### src/rtl/secam_decoder.sv
// SECAM FM chroma decoder: times MEAS_CYCLES carrier periods between hysteresis
// zero crossings and maps the period error onto signed 8-bit Db or Dr.
module secam_decoder #(
  parameter int MEAS_CYCLES  = 4,
  parameter int HYST         = 8,
  parameter int DB_REF_Q4    = 723,
  parameter int DR_REF_Q4    = 697,
  parameter int GAIN         = 16,
  parameter int SMOOTH_SHIFT = 0
) (
  input  logic              clk,
  input  logic              rst_n,
  input  logic signed [7:0] chroma,
  input  logic              enabled,
  input  logic              even_line,
  output logic signed [7:0] db,
  output logic signed [7:0] dr,
  output logic              meas_valid,
  output logic              carrier_ok,
  output logic [1:0]        state_o
);

  typedef enum logic [1:0] {IDLE = 2'd0, ARM = 2'd1, MEASURE = 2'd2} state_e;

  localparam logic signed [7:0]  HYST_POS   = 8'(HYST);
  localparam logic signed [7:0]  HYST_NEG   = 8'(-HYST);
  localparam logic [3:0]         LAST_CYCLE = 4'(MEAS_CYCLES - 1);
  localparam logic signed [12:0] DB_REF     = 13'(DB_REF_Q4);
  localparam logic signed [12:0] DR_REF     = 13'(DR_REF_Q4);
  localparam logic signed [19:0] GAIN_S     = 20'(GAIN);

  // Front end: registered sample, hysteresis slicer, registered rising edge.
  logic signed [7:0] s0_q;
  logic              hyst_q, hyst_d, rise_q;

  always_comb begin
    hyst_d = hyst_q;
    if (s0_q > HYST_POS)      hyst_d = 1'b1;
    else if (s0_q < HYST_NEG) hyst_d = 1'b0;
  end

  always_ff @(posedge clk) begin
    if (!rst_n) begin
      s0_q   <= '0;
      hyst_q <= 1'b0;
      rise_q <= 1'b0;
    end else begin
      s0_q   <= chroma;
      hyst_q <= hyst_d;
      rise_q <= hyst_d & ~hyst_q;
    end
  end

  // Period measurement FSM.
  state_e     state_q, state_d;
  logic [7:0] ticks_q, ticks_d, close_ticks_q, close_ticks_d;
  logic [3:0] cycles_q, cycles_d;
  logic       carrier_q, carrier_d, close_q, close_d;
  logic       close_line_q, close_line_d, el_prev_q;
  logic       line_chg;

  assign line_chg = even_line != el_prev_q;

  always_comb begin
    state_d       = state_q;
    ticks_d       = ticks_q;
    cycles_d      = cycles_q;
    carrier_d     = carrier_q;
    close_d       = 1'b0;
    close_ticks_d = close_ticks_q;
    close_line_d  = close_line_q;
    if (!enabled) begin
      state_d = IDLE;
    end else begin
      case (state_q)
        IDLE: state_d = ARM;
        ARM: begin
          if (rise_q) begin
            ticks_d  = '0;
            cycles_d = '0;
            state_d  = MEASURE;
          end
        end
        MEASURE: begin
          if (line_chg) begin
            state_d = ARM;
          end else if (ticks_q == 8'hFF) begin
            state_d   = ARM;
            carrier_d = 1'b0;
          end else if (rise_q && cycles_q == LAST_CYCLE) begin
            // The closing crossing also opens the next measurement.
            close_d       = 1'b1;
            close_ticks_d = ticks_q + 8'd1;
            close_line_d  = even_line;
            carrier_d     = 1'b1;
            ticks_d       = '0;
            cycles_d      = '0;
          end else begin
            ticks_d = ticks_q + 8'd1;
            if (rise_q) cycles_d = cycles_q + 4'd1;
          end
        end
        default: state_d = IDLE;
      endcase
    end
  end

  always_ff @(posedge clk) begin
    if (!rst_n) begin
      state_q       <= IDLE;
      ticks_q       <= '0;
      cycles_q      <= '0;
      carrier_q     <= 1'b0;
      close_q       <= 1'b0;
      close_ticks_q <= '0;
      close_line_q  <= 1'b0;
      el_prev_q     <= 1'b0;
    end else begin
      state_q       <= state_d;
      ticks_q       <= ticks_d;
      cycles_q      <= cycles_d;
      carrier_q     <= carrier_d;
      close_q       <= close_d;
      close_ticks_q <= close_ticks_d;
      close_line_q  <= close_line_d;
      el_prev_q     <= even_line;
    end
  end

  // Error and gain stage; Db runs inverted relative to Dr.
  logic signed [12:0] m_s, e_d;
  logic signed [19:0] p_d, p_q;
  logic               p_valid_q, p_line_q;

  assign m_s = {1'b0, close_ticks_q, 4'b0000};

  always_comb begin
    e_d = close_line_q ? (DB_REF - m_s) : (m_s - DR_REF);
    p_d = $signed({{7{e_d[12]}}, e_d}) * GAIN_S;
  end

  always_ff @(posedge clk) begin
    if (!rst_n) begin
      p_q       <= '0;
      p_valid_q <= 1'b0;
      p_line_q  <= 1'b0;
    end else begin
      p_q       <= p_d;
      p_valid_q <= close_q;
      p_line_q  <= close_line_q;
    end
  end

  // Clamp, smoothing and per-component hold registers.
  logic signed [19:0] r_full;
  logic signed [7:0]  r_clamp, y_old, y_new, db_q, dr_q;
  logic signed [8:0]  diff, step, y_sum;
  logic               meas_valid_q;

  always_comb begin
    r_full = p_q >>> 4;
    if (r_full > 20'sd127)       r_clamp = 8'sd127;
    else if (r_full < -20'sd128) r_clamp = -8'sd128;
    else                         r_clamp = 8'(r_full);
    y_old = p_line_q ? db_q : dr_q;
    diff  = {r_clamp[7], r_clamp} - {y_old[7], y_old};
    step  = diff >>> SMOOTH_SHIFT;
    y_sum = {y_old[7], y_old} + step;
    y_new = 8'(y_sum);
  end

  always_ff @(posedge clk) begin
    if (!rst_n) begin
      db_q         <= '0;
      dr_q         <= '0;
      meas_valid_q <= 1'b0;
    end else begin
      meas_valid_q <= p_valid_q;
      if (p_valid_q) begin
        if (p_line_q) db_q <= y_new;
        else          dr_q <= y_new;
      end
    end
  end

  assign db         = db_q;
  assign dr         = dr_q;
  assign meas_valid = meas_valid_q;
  assign carrier_ok = carrier_q;
  assign state_o    = state_q;

endmodule

### config.mk
export PLATFORM = sky130hd
export DESIGN_NAME = secam_decoder
export DESIGN_NICKNAME = d
export VERILOG_FILES = /design/src/rtl/secam_decoder.sv
export SDC_FILE = /design/constraint.sdc
export NUM_CORES = 1
export LEC_CHECK = 0
export BUFFER_PORTS_ARGS = -buffer_cell sky130_fd_sc_hd__buf_2
export CORE_ASPECT_RATIO = 1.2
export CORE_MARGIN = 2
export CORE_UTILIZATION = 35
export CTS_CLUSTER_DIAMETER = 200
export DETAILED_ROUTE_END_ITERATION = 12
export HOLD_SLACK_MARGIN = 0.12
export PLACE_DENSITY_LB_ADDON = 0.1
export SETUP_SLACK_MARGIN = 0.5
export SLEW_MARGIN = 20
export SYNTH_ARGS = -nofsm -noshare
export SYNTH_HDL_FRONTEND = slang
export SYNTH_SLANG_ARGS = --single-unit
### constraint.sdc
create_clock -name clk -period 3 [get_ports clk]
set_input_delay 0.45 -clock clk [delete_from_list [all_inputs] [get_ports clk]]
set_output_delay 0.45 -clock clk [all_outputs]
set_load 0.02 [all_outputs]
## Word level (Yosys, flattened, before mapping)

Cells that the tools add are included.

| operators by class | value |
|---|---|
| add/sub/neg operators | 6 |
| order comparisons | 4 |
| equal/unequal tests | 10 |
| muxes and demuxes | 24 |
| bitwise gates (word level) | 8 |
| reduce and logical (&&, ||, !) cells | 13 |

Operators with widths:

| cell | number |
|---|---|
| 8-bit 2-to-1 mux | 7 |
| 4-bit 2-to-1 mux | 5 |
| 8-bit case mux with 2 select lines | 1 |
| 13-bit by 8-bit greater-than comparator with 1-bit output, second input constant | 1 |
| 13-bit by 8-bit less-than comparator with 1-bit output, second input constant | 1 |
| 13-bit 2-to-1 mux | 1 |
| 10-bit by 12-bit subtractor with 13-bit output, first input constant | 1 |
| 12-bit by 10-bit subtractor with 13-bit output, second input constant | 1 |
| 5-bit AND reduction | 2 |
| 8-bit by 1-bit adder with 8-bit output, second input constant | 1 |
| 8-bit adder | 1 |
| 8-bit == test, second input constant | 1 |
| 8-bit by 5-bit greater-than comparator with 1-bit output, second input constant | 1 |
| 8-bit by 4-bit less-than comparator with 1-bit output, second input constant | 1 |
| 4-bit case mux with 2 select lines | 1 |
| 2-bit AND reduction | 4 |
| 8-bit subtractor | 1 |
| 1-bit inverter | 7 |
| 2-bit 2-to-1 mux | 3 |
| 2-bit != test, second input constant | 3 |
| 3-bit != test, second input constant | 2 |
| 2-bit case mux with 3 select lines | 1 |
| 6-bit AND reduction | 1 |
| 1-bit 2-to-1 mux | 5 |
| other kinds (11) | 12 |

| storage, ports and cells | value |
|---|---|
| flip-flop bits (word level) | 68 |
| bits of input ports | 12 |
| output and inout bits | 20 |
| word-level logic and storage cells | 82 |

## Depth between registers and ports, before layout

| depth | value |
|---|---|
| depth after elaboration | 6 |
| depth in mapped cells | 11 |
| gate-level depth less buffers | 11 |

## Worst setup path after synthesis

Ideal clock, no wire load.

| timing path | value |
|---|---|
| kind | register to register |
| start | register p_q[13] |
| end | register db_q[7], in the netlist db[7] |
| library setup time | 129 ps |
| arrival | 2365 ps |
| required time | 2871 ps |
| path slack | 506 ps |
| stages on the path, launching flop included | 12 |
| path buffers | 0 |
| period minus slack after synthesis | 2494 ps |
| cells stage by stage | dfxtp_1 > nor3_1 > a21oi_1 > o21a_1 > ha_1 > or2_2 > ha_1 > nand3_1 > mux2i_1 > o41ai_2 > xnor2_1 > a21oi_1 |

| between the ends | value |
|---|---|
| word-level cells in the longest chain between the ends | 5 |
| elaborated cells between the ends (all ways) | 6 |
| classes of those cells | add/sub (2); order compare (2); mux (2) |

Ends and longest elaborated chain:

| what | RTL line | RTL |
|---|---|---|
| from (decl) | 132 | `logic signed [19:0] p_d, p_q;` |
| from (signal assigned) | 148 | `p_q <= p_d;` |
| 13-bit by 8-bit less-than comparator with 1-bit output | 163 | `else if (r_full < -20'sd128) r_clamp = -8'sd128;` |
| 8-bit 2-to-1 mux | 163 |  |
| 8-bit 2-to-1 mux * | 162 | `if (r_full > 20'sd127) r_clamp = 8'sd127;` |
| 8-bit subtractor * | 166 | `diff = {r_clamp[7], r_clamp} - {y_old[7], y_old};` |
| 8-bit adder * | 168 | `y_sum = {y_old[7], y_old} + step;` |
| to (signal assigned) | 180 | `if (p_line_q) db_q <= y_new;` |
| to (decl) | 156 | `logic signed [7:0] r_clamp, y_old, y_new, db_q, dr_q;` |

Every way passes the cells marked *; elsewhere a longest branch is shown, timed or not.
A chain may end at the register's enable or synchronous reset.

## Final worst setup path

| timing path | value |
|---|---|
| start | register p_line_q |
| end | register dr_q[7], in the netlist dr[7] |

| between the ends | value |
|---|---|
| word-level cells in the longest chain between the ends | 3 |
| elaborated cells between the ends (all ways) | 5 |
| classes of those cells | add/sub (2); mux (1); bitwise (1); reduce/logical (1) |

Ends and longest elaborated chain:

| what | RTL line | RTL |
|---|---|---|
| from (decl) | 133 | `logic p_valid_q, p_line_q;` |
| from (signal assigned) | 150 | `p_line_q <= close_line_q;` |
| 8-bit 2-to-1 mux | 165 | `y_old = p_line_q ? db_q : dr_q;` |
| 8-bit subtractor | 166 |  |
| 8-bit adder | 168 |  |
| to (signal assigned) | 181 | `else dr_q <= y_new;` |
| to (decl) | 156 |  |

Parallel ways exist; a longest one is shown, timed or not.

==> results.md <==
* Worst skew pair latency at 0.34 ns
* Synth Area in Adders at 7.34%
* CP required at 3.21 ns
* Compound-cell area share of the yosys netlist at 15.5%
* Gr usage total at 15.5%
* Row cnt at 38
* Multi-input gate area at 2020 um2
* Storage element area at 1330 um2
* DIE HEIGHT at between 100 and 150 um
* Synth Area in XOR/XNOR at 6.22%
* CP max stage cell: dfxtp_4
* Max Freq at slightly above 400 MHz
* Mapped Area at 3240 um2
* Chip Width at 91.8 um
* Cell taking the most area after synthesis: dfxtp_1
* Number of distinct library cells after synthesis at 49
* Max stage delay on crit path at about 0.48 ns
* P&R area growth vs syn at 21.9%
* Max-slew violation count at 0
* H-tree Lvls at 3
* Fraction of layout cells with a size suffix above 1 at 24.0%
* Root Buffer Master: clkbuf_8
* Vias in the first global route at 2587
* Sink Count at 66
* FFs w/ async S/R, synth at 0%
* Drt total wl at 7210 um
* Largest net degree at the start of global routing at 39
* Routability cong. at 0.808
* Cell Pwr Density at 439 nW/um2
* Mux contribution to synthesized area at roughly 4.4%
* Initial core utilization at a little over a third
* Largest family of logic cells by synthesized area: simple AND/OR/NAND/NOR gates
* Initial detailed-routing violation count at about 100
* Io pins at 32
* Nets at approximately 440
* Status: completed
* Top cell type's share of synthesized area at between 40% and 50%
* Max_cap viols at 0
* Clock slew at reported path FFs at 0.08 ns
* Fin crit share at 82.6%
* Wire length per cell at about 13 um
* WS Path Type: register to register
* Drt pass-1 iters at 6
* Routed Antenna Nets at 0
* Critical Path Start Type: register
* Final setup skew at 0.0153 ns
* Most frequent CP cell: ha_4
* Initial antenna violation count at 0
* Overflow after GRT at 0
* Antenna fix cells at 0
* Relative slew slack at approximately half
* IO buf count at 31
* Crit-path cells: mux2i_4, buf_4, ha_4, xnor2_4, ha_4, nand3b_1, mux2i_2, o41ai_2, xnor2_1, a21oi_1
* Die area at 10000 um2
* Net Count, Synth at 403
* Via count at about 2600
* Setup_tns at 0 ns
* Final Hold Fails at 0
* Static Leak at 0.00160 uW
* Fillers at 911
* CP endpoint kind: register
* # DRC at 0
* First-pass GRT wire length at 12200 um
* Simple-gate share of the synthesized area at a little under a quarter
* Synth top area cells: dfxtp_1 41%, ha_1 7.3%, nor2_1 4.9%, nand2_1 4.1%, xnor2_1 3.8%
* Synth Warn # at 0
* Seq/Total Area, Yosys at roughly two fifths
* Cells after Synth at 372
* Core area at 9030 um2
* Maximum VDD drop at 0.286 mV
* Syn_area_per_cell at approximately 8.7 um2
* Min Tclk post-route at 2.48 ns
* DP HPWL at around 5100 um
* CTS tree: yes
* TritonCTS buffer count at 9
* Least-Margin Pin Slew at between 0.7 and 0.8 ns
* Crit Path Max Fanout at 8
* Hold Path Class: input pin to register
* Worst Path Arrival at 2.69 ns
* Flop and latch count out of synthesis at between 60 and 70
* Ys flop type: dfxtp_1
* EDFF count, synth at 0
* Max Buffers Root-to-Sink at 2
* Utilization after layout at 43.7%
* Final setup vio count at 0
* Via density at approximately 4.9
* RSZ-0062 raised after global routing: yes
-- state kept, by name, indices dropped and copies added, names as in the netlist --
signal,count
ticks_q,8
p_valid_q,1
carrier_ok,1
hyst_q,1
close_ticks_q,8
el_prev_q,1
p_line_q,1
close_line_q,1
dr,8
s0_q,8
p_q,11
rise_q,1
cycles_q,4
db,8
state_o,2
close_q,1
meas_valid,1
-- what timing repair did --
action                                  in CTS  in global routing
gates resized for setup                     23                 19
hold buffers                                 0                  0
buffers inserted                             5                  2
endpoints found under the setup margin       8                  8
pin swaps                                   15                 15
gates cloned                                 0                  0
-- critical path, delay by kind of cell (launching register included) --
family / cells / cell delay [ns]
mux: 2 / 0.37
flops: 1 / 0.48
xor+xnor: 2 / 0.36
compound gates: 2 / 0.41
fa+ha+maj: 2 / 0.46
simple gates: 1 / 0.10
buf+inv: 1 / 0.18
-- cells by family (layout without fill, tap and decap cells) --
group,Yosys count,after routing
multiplexers,13,13
flip-flops,66,66
adder cells (fa/ha/maj),19,19
buffers and inverters,25,69
AO/OA/AOI/OAI,79,79
AND/OR/NAND/NOR,147,147
XOR/XNOR,23,23
-- cell type report --
type | count | share of cell area (%)
Clock inverter | 6 | 1.08
Timing Repair Buffer | 42 | 6.02
Sequential cell | 66 | 33.6
Multi-Input combinational cell | 281 | 51.2
Clock buffer | 10 | 3.23
Inverter | 11 | 1.04
Tap cell | 120 | 3.80
-- placed cells by master, fill, tap and decap left out, types with 3 or more instances in the layout --
cell type,n
dfxtp_1,62
nor2_1,42
nand2_1,35
buf_2,31
o21ai_0,20
a21oi_1,20
nand3_1,14
and2_1,13
xnor2_1,12
inv_1,11
ha_1,11
buf_4,11
xor2_1,9
clkbuf_8,9
nor3_1,8
a211oi_1,7
mux2i_1,6
mux2i_4,5
ha_4,5
and3_1,4
o22ai_1,4
nand3b_1,4
a21o_1,4
o21ai_1,3
o21a_1,3
or2_2,3
nor2b_1,3
nand2b_1,3
or3_1,3
ha_2,3
dfxtp_2,3
-- path summary, 6_finish.rpt --
kind | start | endpoint | slack [ns] | depth (start not counted)
hold reg to reg | s0_q[7]$_SDFF_PN0_ | rise_q$_SDFF_PN0_ | 0.43 | 1
hold / removal | chroma[1] | s0_q[1]$_SDFF_PN0_ | 0.32 | 2
setup reg to reg | p_line_q$_SDFF_PN0_ | dr[7]$_SDFFE_PN0P_ | 0.52 | 10
setup / recovery | p_line_q$_SDFF_PN0_ | dr[7]$_SDFFE_PN0P_ | 0.52 | 10
-- synth_stat cells (2+ instances only) --
library cell / instances
a211oi_1: 7
nand3_1: 14
o221a_2: 2
a21oi_1: 22
o21ai_0: 23
xor2_1: 9
o22ai_1: 4
ha_1: 19
nor2_1: 42
mux2i_1: 12
nor3_1: 9
a21o_1: 4
or3_1: 3
nor2b_1: 3
xnor2_1: 14
o21a_1: 5
and3_1: 4
or2_2: 5
and2_1: 13
inv_1: 11
nand2_1: 35
a31o_2: 2
or4_1: 2
dfxtp_1: 66
nand4_1: 2
o22a_1: 2
nand3b_1: 4
clkbuf_1: 11
nand2b_1: 3
-- stage by stage --
step	setup slack, ns	hold WS, ns	std cells	area (um2)	total power [uW]
3_3_place_gp	0.193	0.421	513	3510	1060
6_report	0.521	0.317	536	3950	1740
2_1_floorplan	0.506	0.401	372	3240	1020
4_1_cts	0.490	0.288	534	3810	1760
3_5_place_dp	0.176	0.416	513	3510	1070
5_1_grt	0.419	0.282	536	3950	1840
-- layer usage --
metal  wire length, um  global-route usage [%]  up-vias
met1              3320                    17.9     1224
met5                 0                       0        -
met2              3620                    27.6       31
met4               102                    5.97        0
li1                  -                       -     1373
met3               175                    3.91        8
-- where the power goes --
| group | leakage (uW) | internal [uW] | switching, uW |
|---|---|---|---|
| logic | 0.000983 | 86.0 | 97.8 |
| registers | 0.000539 | 890 | 9.41 |
| clock network | 0.0000827 | 301 | 352 |
| total | 0.00160 | 1280 | 459 |
No activity file was read; power rests on OpenSTA's default activity.
